===== src/rtl/exe_unit_w1_pkg.sv =====
// Shared constants for the w1 execution unit: opcode encodings and status bit positions.
package exe_unit_w1_pkg;

  localparam logic [1:0] OP_ADD = 2'b00;
  localparam logic [1:0] OP_SUB = 2'b01;
  localparam logic [1:0] OP_AND = 2'b10;
  localparam logic [1:0] OP_ASR = 2'b11;

  localparam int ST_ZERO = 0;
  localparam int ST_NEG  = 1;
  localparam int ST_OVF  = 2;
  localparam int ST_ERR  = 3;

endpackage


===== src/rtl/exe_unit_w1_alu.sv =====
// Combinational core of the execution unit: computes next result and status flags
// from two signed operands and the low two opcode bits.
module exe_unit_w1_alu
  import exe_unit_w1_pkg::*;
#(
  parameter int m = 4,
  parameter int n = 2
) (
  input  logic [n-1:0] oper_i,
  input  logic [m-1:0] arg_a_i,
  input  logic [m-1:0] arg_b_i,
  output logic [m-1:0] result_o,
  output logic [3:0]   status_o
);

  localparam logic [m:0] M_EXT = (m+1)'(m);

  logic [m-1:0] sum;
  logic [m-1:0] diff;
  logic [m-1:0] asr;
  logic         ovf;
  logic         err;

  assign sum  = arg_a_i + arg_b_i;
  assign diff = arg_a_i - arg_b_i;
  assign asr  = $signed(arg_a_i) >>> arg_b_i;

  always_comb begin
    result_o = '0;
    ovf      = 1'b0;
    err      = 1'b0;
    case (oper_i[1:0])
      OP_ADD: begin
        result_o = sum;
        ovf      = (arg_a_i[m-1] == arg_b_i[m-1]) && (sum[m-1] != arg_a_i[m-1]);
      end
      OP_SUB: begin
        result_o = diff;
        ovf      = (arg_a_i[m-1] != arg_b_i[m-1]) && (diff[m-1] != arg_a_i[m-1]);
      end
      OP_AND: begin
        result_o = arg_a_i & arg_b_i;
      end
      default: begin
        // A negative shift amount is illegal: flag it and force a zero result.
        if (arg_b_i[m-1]) begin
          err = 1'b1;
        end else if ({1'b0, arg_b_i} >= M_EXT) begin
          result_o = {m{arg_a_i[m-1]}};
        end else begin
          result_o = asr;
        end
      end
    endcase
  end

  always_comb begin
    status_o          = '0;
    status_o[ST_ZERO] = (result_o == '0);
    status_o[ST_NEG]  = result_o[m-1];
    status_o[ST_OVF]  = ovf;
    status_o[ST_ERR]  = err;
  end

endmodule


===== src/rtl/exe_unit_w1_core.sv =====
// Registered single-cycle execution stage. A new operation is accepted on every
// rising edge (no valid/ready); results appear one edge after their operands.
module exe_unit_w1_core
  import exe_unit_w1_pkg::*;
#(
  parameter int m = 4,
  parameter int n = 2
) (
  input  logic         i_clk,
  input  logic         i_rsn,
  input  logic [n-1:0] i_oper,
  input  logic [m-1:0] i_argA,
  input  logic [m-1:0] i_argB,
  output logic [m-1:0] o_result,
  output logic [3:0]   o_status
);

  logic [m-1:0] result_d;
  logic [m-1:0] result_q;
  logic [3:0]   status_d;
  logic [3:0]   status_q;

  exe_unit_w1_alu #(
    .m(m),
    .n(n)
  ) u_alu (
    .oper_i  (i_oper),
    .arg_a_i (i_argA),
    .arg_b_i (i_argB),
    .result_o(result_d),
    .status_o(status_d)
  );

  always_ff @(posedge i_clk or negedge i_rsn) begin
    if (!i_rsn) begin
      result_q <= '0;
      status_q <= '0;
    end else begin
      result_q <= result_d;
      status_q <= status_d;
    end
  end

  assign o_result = result_q;
  assign o_status = status_q;

endmodule


===== config.mk =====
export PLATFORM = sky130hd
export DESIGN_NAME = exe_unit_w1_core
export DESIGN_NICKNAME = d
export VERILOG_FILES = /design/src/rtl/exe_unit_w1_pkg.sv /design/src/rtl/exe_unit_w1_alu.sv /design/src/rtl/exe_unit_w1_core.sv
export SDC_FILE = /design/constraint.sdc
export NUM_CORES = 1
export LEC_CHECK = 0
export CAP_MARGIN = 20
export CORE_UTILIZATION = 35
export CTS_CLUSTER_SIZE = 24
export DETAILED_ROUTE_END_ITERATION = 10
export GPL_TIMING_DRIVEN = 1
export PLACE_DENSITY = 0.58
export SLEW_MARGIN = 0
export SYNTH_ARGS = -nofsm -noshare
export SYNTH_HDL_FRONTEND = slang
export SYNTH_HIERARCHICAL = 1
export SYNTH_SLANG_ARGS = --single-unit

===== constraint.sdc =====
create_clock -name i_clk -period 1.13 [get_ports i_clk]
set_clock_uncertainty 0.15 [all_clocks]
set_input_delay 0.226 -clock i_clk [delete_from_list [all_inputs] [get_ports i_clk]]
set_output_delay 0.226 -clock i_clk [all_outputs]
set_load 0.005 [all_outputs]

==> out/metrics.csv, run 1 <==
metric;value;unit
Antenna Cells;0;
Worst Setup Path Type;input port to flop;
GRT Overall Usage;18.8;%
share of cells above drive strength 1;59.5;%
Vias/cell;4.97;
antenna violations before repair;0;
Cell variety after synth;36;
Worst slew margin;76.8;%
instance count of the mapped netlist;81;
die width;48.5;um
largest net degree at the start of global routing;9;
clk slew on worst S/H paths;0.05;ns
HP Class;input port to asynchronous set/reset pin;
max_cap viols;0;
final setup vio count;7;
PD cells;746;nW/um^2
fraction of registers with async set/reset;100;%
vias in the first global route;776;
Post-synth EDFFs;0;
clock tree sinks;8;
Total Wirelength;1.92;mm
total vias in the final route;785;
Cell Rows;16;
DR WL/cell;12.1;um
#FFs+latches synth;8;
number of I/O pins;20;
gpl congestion;0.773;
Initial Util;37.8;%
total negative setup slack;-2.56;ns
clk root buf;clkbuf_4;
Post-CTS Hold Fix Bufs;0;
max-slew violations;0;
H-tree Lvls;1;
ANT nets after route;0;
first-pass GRT wire length;3.34;mm
startpoint types;input port;
Post-synth top flop;dfrtp_1;
Synth area leaders;dfrtp_1 26%, ha_1 13%, fa_1 5.3%;
Worst Setup End Kind;flop;
failing checks;negative setup slack;
final core occ;66.3;%
worst-margin pin slew;0.347;ns
unrepaired setup endpoints after global routing;yes;
Core ar.;2000;sq um
synth-to-layout area growth;75.2;%
DP Area;1180;sq um
post-placement worst setup slack;-1.27;ns
fin crit period;1.65;ns
leakage power;0.606;nW
Max rail drop VDD;0.457;mV
sequential fraction of the synthesis area;26.4;%
Final Worst Setup Slack;-0.516;ns
f_max;0.607;GHz
Tot Pwr;0.000990;W
Synth Warn #;6;
most frequent cells in the layout;25 x buf_4, 11 x buf_2, 9 x buf_6, 8 x dfrtp_1;
Clock Tree Buf Depth;2;
CP required;1.16;ns
most common cell after layout, fill and taps aside;buf_4;
synthesized area;757;sq um
Final Hold Fails;0;
period utilization;146;%
cell taking the most area after synthesis;dfrtp_1;
post-synthesis net count;103;
CP max FO;3;
mean post-synth cell area;9.35;sq um
final instance area;1330;sq um
Final nets;155;
crit path DAT;1.67;ns
DR iter-0 viols;5;
grt ovf;0;
hpwl dp;1.51;mm
DRC viols;0;
Synth top area share;26.4;%
first-pass detailed-route iteration total;4;
Port Buf Inserts;19;
Die Y;48.5;um
CTS buffer count;3;
TritonCTS clock tree;built;
Die ar.;2350;sq um
status;finished with violations;
final cells by class:
class	instances	area (sq um)
fillers	168	676
multi-input cells	58	578
repair buffers	52	438
flip-flops and latches	8	200
inverters	10	53.8
well taps	27	33.8
clock buffers	3	22.5
flip-flops by register name, indices dropped and copies added, names as in the netlist:
register / flops
o_status: 4
o_result: 4
what timing repair did:
item | CTS | global route
endpoints found under the setup margin | 16 | 11
pin swaps | 16 | 16
buffers inserted | 4 | 2
resized for setup | 90 | 20
worst max-delay path, cell delays in order:
cell and delay, ns:
buf_8 0.08, clkinvlp_4 0.11, ha_4 0.28, nor2b_4 0.13, o21a_1 0.15, nor3_2 0.04
or4b_1 0.51, a21oi_2 0.14
synth_stat cells (all sizes together) (2+ instances only):
cell,count
o21ai,6
or3,2
fa,2
a21oi,3
inv,10
nand2b,2
o211ai,5
ha,8
nor3,4
nor2b,3
nand2,4
dfrtp,8
mux2i,2
mux2,2
nand4,3
buf,5
through the flow:
stage	std cells	hold slack [ns]
4_1_cts	157	0.0970
3_3_place_gp	150	0.369
2_1_floorplan	81	-0.220
5_1_grt	158	0.127
6_report	158	0.0955
3_5_place_dp	150	0.374
power by group:
group	total (W)	internal, W	switching, W	leakage (nW)
Combinational	0.000457	0.000258	0.000199	0.491
Sequential	0.000325	0.000319	0.00000590	0.102
Clock	0.000208	0.000121	0.0000875	0.0138
Total	0.000990	0.000698	0.000292	0.606
cell families after synthesis:
logic type / count (synthesis) / share of synthesized area, %
compound gates: 20 / 18.3
xor+xnor: 1 / 1.16
fa+ha+maj: 10 / 18.5
buf+inv: 15 / 10.1
flops: 8 / 26.4
mux: 4 / 5.62
simple gates: 23 / 19.8
layer usage:
layer / up-vias / share of wire, % / GRT usage [%]
met1: 363 / 41 / 19.5
met3: 6 / 4.7 / 4.40
met2: 21 / 52 / 34.3
met5: - / 0 / 0
met4: 0 / 2.3 / 10.8
li1: 395 / - / -
worst paths after layout:
path                            from          end  cells past startpoint
min                            i_rsn  o_result[1]                      1
max in group asynchronous      i_rsn  o_result[3]                      1
max                        i_argB[1]  o_status[2]                      8
min in group i_clk         i_argA[3]  o_status[2]                      4
No activity file was read; power rests on OpenSTA's default activity.
==> run 2, diff against run 1 <==
--- a/config.mk
+++ b/config.mk
@@ -10,9 +10,8 @@
 export CTS_CLUSTER_SIZE = 24
 export DETAILED_ROUTE_END_ITERATION = 10
 export GPL_TIMING_DRIVEN = 1
-export PLACE_DENSITY = 0.58
+export PLACE_DENSITY = 0.59
 export SLEW_MARGIN = 0
 export SYNTH_ARGS = -nofsm -noshare
 export SYNTH_HDL_FRONTEND = slang
-export SYNTH_HIERARCHICAL = 1
 export SYNTH_SLANG_ARGS = --single-unit
==> run 2 against run 1 <==
  * The run still ends with negative setup slack left
  * Cell count grew 2.5%
  * Critical path depth grew 2
  * Setup slack lost 0.20 ns
  * Count of clock-buffer cells in the layout grew 1
  * Clock power grew 8%
  * Die area shrank 5.7%
  * Synthesized cell count shrank 2.5%
  * Non-clock buffer count grew 4
  * Flip-flop and latch count shrank 1
  * First-iteration DRC count grew to 3.8 times the previous value
==> out/metrics.csv, run 2 <==
metric;value;unit;change
grt ovf;0;;unchanged
Post-synth EDFFs;0;;unchanged
Cell Rows;15;;was 16
final hold slack;0.0740;ns;was 0.0955 ns
synthesized area;712;sq um;was 757 sq um
Vias/cell;5.19;;was 4.97
status;finished with violations;;unchanged
most frequent cells in the layout;28 x buf_4, 12 x buf_6, 9 x buf_2, 7 x dfrtp_1, 5 x ha_4;;was 25 x buf_4, 11 x buf_2, 9 x buf_6, 8 x dfrtp_1
count leader, synth;inv_1;;unchanged
ANT nets after route;0;;unchanged
Max rail drop VDD;0.432;mV;was 0.457 mV
DRC viols;0;;unchanged
fin crit period;1.84;ns;was 1.65 ns
instance count of the mapped netlist;79;;was 81
Antenna Cells;0;;unchanged
first-pass GRT wire length;3.72;mm;was 3.34 mm
startpoint types;input port;;unchanged
mean post-synth cell area;9.01;sq um;was 9.35 sq um
share of cells above drive strength 1;62.8;%;was 59.5%
largest net degree at the start of global routing;8;;was 9
commonest cells in the synthesized netlist;10 x inv_1, 8 x ha_1, 7 x dfrtp_1;;was 9 x inv_1, 8 x dfrtp_1, 8 x ha_1
sequential fraction of the synthesis area;24.6;%;was 26.4%
vias in the first global route;830;;was 776
final setup vio count;6;;was 7
fraction of registers with async set/reset;100;%;unchanged
f_max;0.543;GHz;was 0.607 GHz
Final nets;160;;was 155
Worst Setup End Kind;flop;;unchanged
CP max FO;3;;unchanged
Post-synth top flop;dfrtp_1;;unchanged
leakage power;0.618;nW;was 0.606 nW
unrepaired setup endpoints after global routing;yes;;unchanged
Worst Setup Path Type;input port to flop;;unchanged
synth-to-layout area growth;94.7;%;was 75.2%
Synth Warn #;0;;was 6
H-tree Lvls;1;;unchanged
Post-CTS Hold Fix Bufs;0;;unchanged
#FFs+latches synth;7;;was 8
Worst path top cell family by delay;buffers and inverters;;was simple AND/OR/NAND/NOR gates
GRT Overall Usage;24.3;%;was 18.8%
Initial Util;39.1;%;was 37.8%
Cell variety after synth;34;;was 36
total vias in the final route;840;;was 785
PD cells;752;nW/um^2;was 746 nW/um^2
post-placement worst setup slack;-1.35;ns;was -1.27 ns
Final Worst Setup Slack;-0.713;ns;was -0.516 ns
die width;47.1;um;was 48.5 um
Final Hold Fails;0;;unchanged
max reg flops;4;;
Worst slew margin;68.0;%;was 76.8%
CTS buffer count;3;;unchanged
worst path bufs/invs;4;;was 2
first-pass detailed-route iteration total;4;;unchanged
clk slew on worst S/H paths;0.05;ns;about the same
number of I/O pins;20;;unchanged
Synth top area share;24.6;%;was 26.4%
antenna violations before repair;0;;unchanged
hpwl dp;1.60;mm;was 1.51 mm
Port Buf Inserts;19;;unchanged
Core ar.;1820;sq um;was 2000 sq um
gpl congestion;0.872;;was 0.773
worst-margin pin slew;0.476;ns;was 0.347 ns
Die ar.;2220;sq um;was 2350 sq um
CP peak stage delay;0.41;ns;was 0.51 ns
most common cell after layout, fill and taps aside;buf_4;;unchanged
cell taking the most area after synthesis;dfrtp_1;;unchanged
HP Class;input port to asynchronous set/reset pin;;unchanged
DR iter-0 viols;19;;was 5
crit-path cells;buf_6, buf_6, buf_6, buf_6, fa_2, nor2b_1, a21oi_1, a22oi_1, o21ai_2, nor4_4;;was buf_8, clkinvlp_4, ha_4, nor2b_4, o21a_1, nor3_2, or4b_1, a21oi_2
post-synthesis net count;101;;was 103
period utilization;163;%;was 146%
CP dominant cell by count;buf_6;;
max_cap viols;0;;unchanged
Total Wirelength;2.45;mm;was 1.92 mm
Clock Tree Buf Depth;2;;unchanged
CP required;1.14;ns;was 1.16 ns
Synth area leaders;dfrtp_1 25%, ha_1 14%, fa_1 5.6%;;was dfrtp_1 26%, ha_1 13%, fa_1 5.3%
max-slew violations;0;;unchanged
TritonCTS clock tree;built;;unchanged
slowest CP cell;fa_2;;was or4b_1
DR WL/cell;15.1;um;was 12.1 um
clock tree sinks;7;;was 8
Die Y;47.1;um;was 48.5 um
crit path DAT;1.85;ns;was 1.67 ns
clk root buf;clkbuf_4;;unchanged
failing checks;negative setup slack;;unchanged
## run 2: changes by cell type in the layout (fill, tap and decap cells not counted), sizes merged, moves of 2 or more
| cell | before | now |
|---|---|---|
| nand3b | 0 | 2 |
| a22oi | 0 | 2 |
| nor2 | 1 | 5 |
| o211ai | 5 | 2 |
| mux2 | 2 | 0 |
| nor4 | 1 | 3 |
| a311oi | 0 | 2 |
| nand4 | 3 | 0 |
## run 2: worst max-delay path by stage
stage               from     endpoint  cells past startpoint
2_1_floorplan  i_argB[1]  o_status[0]                      7
6_report       i_argA[1]  o_status[0]                     10
4_1_cts        i_argA[1]  o_status[0]                      8
3_5_place_dp   i_argA[0]  o_status[0]                      9
5_1_grt        i_argB[1]  o_status[0]                      9
3_3_place_gp   i_argA[0]  o_status[0]                     10
## run 2: repair_timing
item                                    4_1_cts  5_1_grt
buffers inserted                             12        2
endpoints found under the setup margin       15       14
resized for setup                            76       20
pin swaps                                    16        8
## run 2: power breakdown
group	switching [W]	internal (W)	total (W)
clock	0.0000903	0.000135	0.000225
sequential	0.00000636	0.000279	0.000285
combinational	0.000244	0.000288	0.000532
## run 2: cell type report
type                            instances  area (sq um)
Multi-Input combinational cell         60           644
Timing Repair Buffer                   56           465
Fill cell                             136           434
Sequential cell                         7           175
Inverter                               10          43.8
Tap cell                               25          31.3
Clock buffer                            4          26.3
## run 2: cells by family (layout without fill, tap and decap cells)
kind of cell | after synthesis | after routing | synth area share [%]
simple gates | 25 | 25 | 21.6
compound gates | 21 | 21 | 20.7
buf+inv | 12 | 70 | 7.91
fa+ha+maj | 10 | 10 | 19.7
flops | 7 | 7 | 24.6
mux | 3 | 3 | 4.22
xor+xnor | 1 | 1 | 1.23
## run 2: stage by stage
step | area [sq um] | utilization, % | setup TNS [ns] | total power (W) | instances
2_1_floorplan | 779 | - | -2.36 | 0.000491 | 79
3_3_place_gp | 1170 | 64.3 | -7.47 | 0.000722 | 146
3_5_place_dp | 1170 | 64.3 | -7.62 | 0.000728 | 146
4_1_cts | 1290 | 71.1 | -3.01 | 0.000975 | 162
5_1_grt | 1390 | 76.2 | -3.46 | 0.00112 | 162
6_report | 1390 | 76.2 | -3.07 | 0.00104 | 162
## run 2: layer usage
layer / routed length, um / GRT usage [%] / vias up
met4: 69 / 13.1 / 0
met1: 969 / 27.0 / 393
met3: 116 / 3.85 / 9
li1: - / - / 407
met2: 1290 / 43.9 / 31
met5: 0 / 0 / -
==> run 3, diff against run 2 <==
==> constraint.sdc (replaced) <==
create_clock -name i_clk -period 1.7 [get_ports i_clk]
set_clock_uncertainty 0.15 [all_clocks]
set_input_delay 0.34 -clock i_clk [delete_from_list [all_inputs] [get_ports i_clk]]
set_output_delay 0.34 -clock i_clk [all_outputs]
set_load 0.005 [all_outputs]
==> run 3 against run 2 <==
  * The run still ends with negative setup slack left
  * Via count shrank 0.36%
  * Critical endpoint unchanged
  * Die area is the same
  * Flip-flop and latch count is the same
  * Routed wire length shrank 5.4%
==> out/metrics.csv, run 3 (synthesis results as in run 2) <==
metric;value;unit;change
largest net degree at the start of global routing;8;;unchanged
slowest CP cell;fa_2;;unchanged
Total Wirelength;2.32;mm;was 2.45 mm
Antenna Cells;0;;unchanged
CP peak stage delay;0.36;ns;was 0.41 ns
number of I/O pins;20;;unchanged
unrepaired setup endpoints after global routing;yes;;unchanged
gpl congestion;0.873;;was 0.872
Initial Util;39.1;%;unchanged
Final Worst Setup Slack;-0.131;ns;was -0.713 ns
CP dominant cell by count;buf_6;;unchanged
Max rail drop VDD;0.297;mV;was 0.432 mV
Die ar.;2220;sq um;unchanged
Vias/cell;5.37;;was 5.19
Fillers;123;;was 136
Cell Rows;15;;unchanged
final setup vio count;4;;was 6
startpoint types;input port;;unchanged
vias in the first global route;815;;was 830
total vias in the final route;837;;was 840
status;finished with violations;;unchanged
most common cell after layout, fill and taps aside;buf_4;;unchanged
Final Hold Fails;0;;unchanged
crit-path cells;buf_8, buf_6, buf_6, fa_2, mux2i_1, xnor2_1, a22oi_2, o21ai_2, nor4_4;;was buf_6, buf_6, buf_6, buf_6, fa_2, nor2b_1, a21oi_1, a22oi_1, o21ai_2, nor4_4
CP required;1.71;ns;was 1.14 ns
HP Class;input port to asynchronous set/reset pin;;unchanged
DR WL/cell;14.9;um;was 15.1 um
PD cells;514;nW/um^2;was 752 nW/um^2
ANT nets after route;0;;unchanged
first-pass detailed-route iteration total;6;;was 4
max-slew violations;0;;unchanged
DRC viols;0;;unchanged
clk root buf;clkbuf_4;;unchanged
most frequent cells in the layout;26 x buf_4, 10 x clkdlybuf4s50_1, 7 x buf_6, 7 x dfrtp_1;;was 28 x buf_4, 12 x buf_6, 9 x buf_2, 7 x dfrtp_1, 5 x ha_4
synth-to-layout area growth;91.7;%;was 94.7%
max reg flops;4;;unchanged
clock tree sinks;7;;unchanged
antenna violations before repair;0;;unchanged
Sequential Area;175;sq um;unchanged
GRT Overall Usage;23.4;%;was 24.3%
Clock Tree Buf Depth;2;;unchanged
Port Buf Inserts;19;;unchanged
Die Y;47.1;um;unchanged
Multi-input gate area;636;sq um;was 644 sq um
failing checks;negative setup slack;;unchanged
Worst slew margin;78.0;%;was 68.0%
crit path DAT;1.84;ns;was 1.85 ns
share of cells above drive strength 1;55.0;%;was 62.8%
f_max;0.546;GHz;
Worst Setup End Kind;flop;;unchanged
first-pass GRT wire length;3.52;mm;was 3.72 mm
DR iter-0 viols;11;;was 19
final hold slack;0.181;ns;was 0.0740 ns
worst-margin pin slew;0.327;ns;was 0.476 ns
grt ovf;0;;unchanged
Final nets;154;;was 160
die width;47.1;um;unchanged
fin crit period;1.83;ns;
max_cap viols;0;;unchanged
H-tree Lvls;1;;unchanged
period utilization;108;%;
Core ar.;1820;sq um;unchanged
hpwl dp;1.63;mm;was 1.60 mm
TritonCTS clock tree;built;;unchanged
CP max FO;3;;unchanged
CTS buffer count;3;;unchanged
Worst Setup Path Type;input port to flop;;unchanged
total negative setup slack;-0.186;ns;was -3.07 ns
leakage power;0.572;nW;was 0.618 nW
clk slew on worst S/H paths;0.05;ns;about the same
## run 3: changes by cell type in the layout (fill, tap and decap cells not counted), sizes merged
cell / before / now
buf: 50 / 35
dlygate4sd2: 2 / 3
clkdlybuf4s50: 2 / 10
## run 3: final timing paths
kind	from	to	slack, ns	cells after the start
worst min-delay path	i_rsn	o_result[1]	0.18	1
worst max-delay path	i_argA[1]	o_status[0]	-0.13	9
max in group asynchronous	i_rsn	o_status[0]	0.99	1
min in group i_clk	i_argA[0]	o_result[0]	0.49	5
## run 3: cell type report
| cell class | count | share of cell area [%] |
|---|---|---|
| multi-input cells | 60 | 46.6 |
| repair buffers | 50 | 33.2 |
| flip-flops and latches | 7 | 12.8 |
| inverters | 10 | 3.21 |
| well taps | 25 | 2.29 |
| clock buffers | 4 | 1.92 |
## run 3: metrics by stage
stage               setup WS [ns]  instance area (sq um)  cells  utilization (%)  total power (W)
detailed placement         -0.916                   1150    145             63.0         0.000480
CTS                        -0.237                   1280    156             70.6         0.000664
global route               -0.248                   1370    156             75.0         0.000746
finish                     -0.131                   1370    156             75.0         0.000702
global placement           -0.919                   1150    145             63.0         0.000476
floorplan                  -0.170                    763     79                -         0.000324
## run 3: timing repair
action	in CTS	in global routing
buffers inserted	7	0
endpoints found under the setup margin	6	6
resized for setup	45	17
pin swaps	14	10
hold buffers	0	0
## run 3: where the power goes
part | switching (W) | internal [W] | leakage [nW] | total [W]
registers | 0.00000523 | 0.000186 | 0.0895 | 0.000191
logic | 0.000158 | 0.000204 | 0.468 | 0.000361
clock network | 0.0000605 | 0.0000895 | 0.0150 | 0.000150
## run 3: worst max-delay path, delay by kind of cell
family	cells	cell delay, ns
compound gates	2	0.30
xor+xnor	1	0.12
fa+ha+maj	1	0.36
buf+inv	3	0.31
mux	1	0.16
simple gates	1	0.26
## run 3: routing by layer
metal / vias up / routed length, um / GRT usage [%] / share of wire [%]
met5: - / 0 / 0 / 0
met4: 0 / 68 / 14.3 / 2.9
met3: 8 / 116 / 1.92 / 5.0
met2: 34 / 1260 / 44.4 / 54
met1: 398 / 876 / 24.6 / 38
li1: 397 / - / - / -
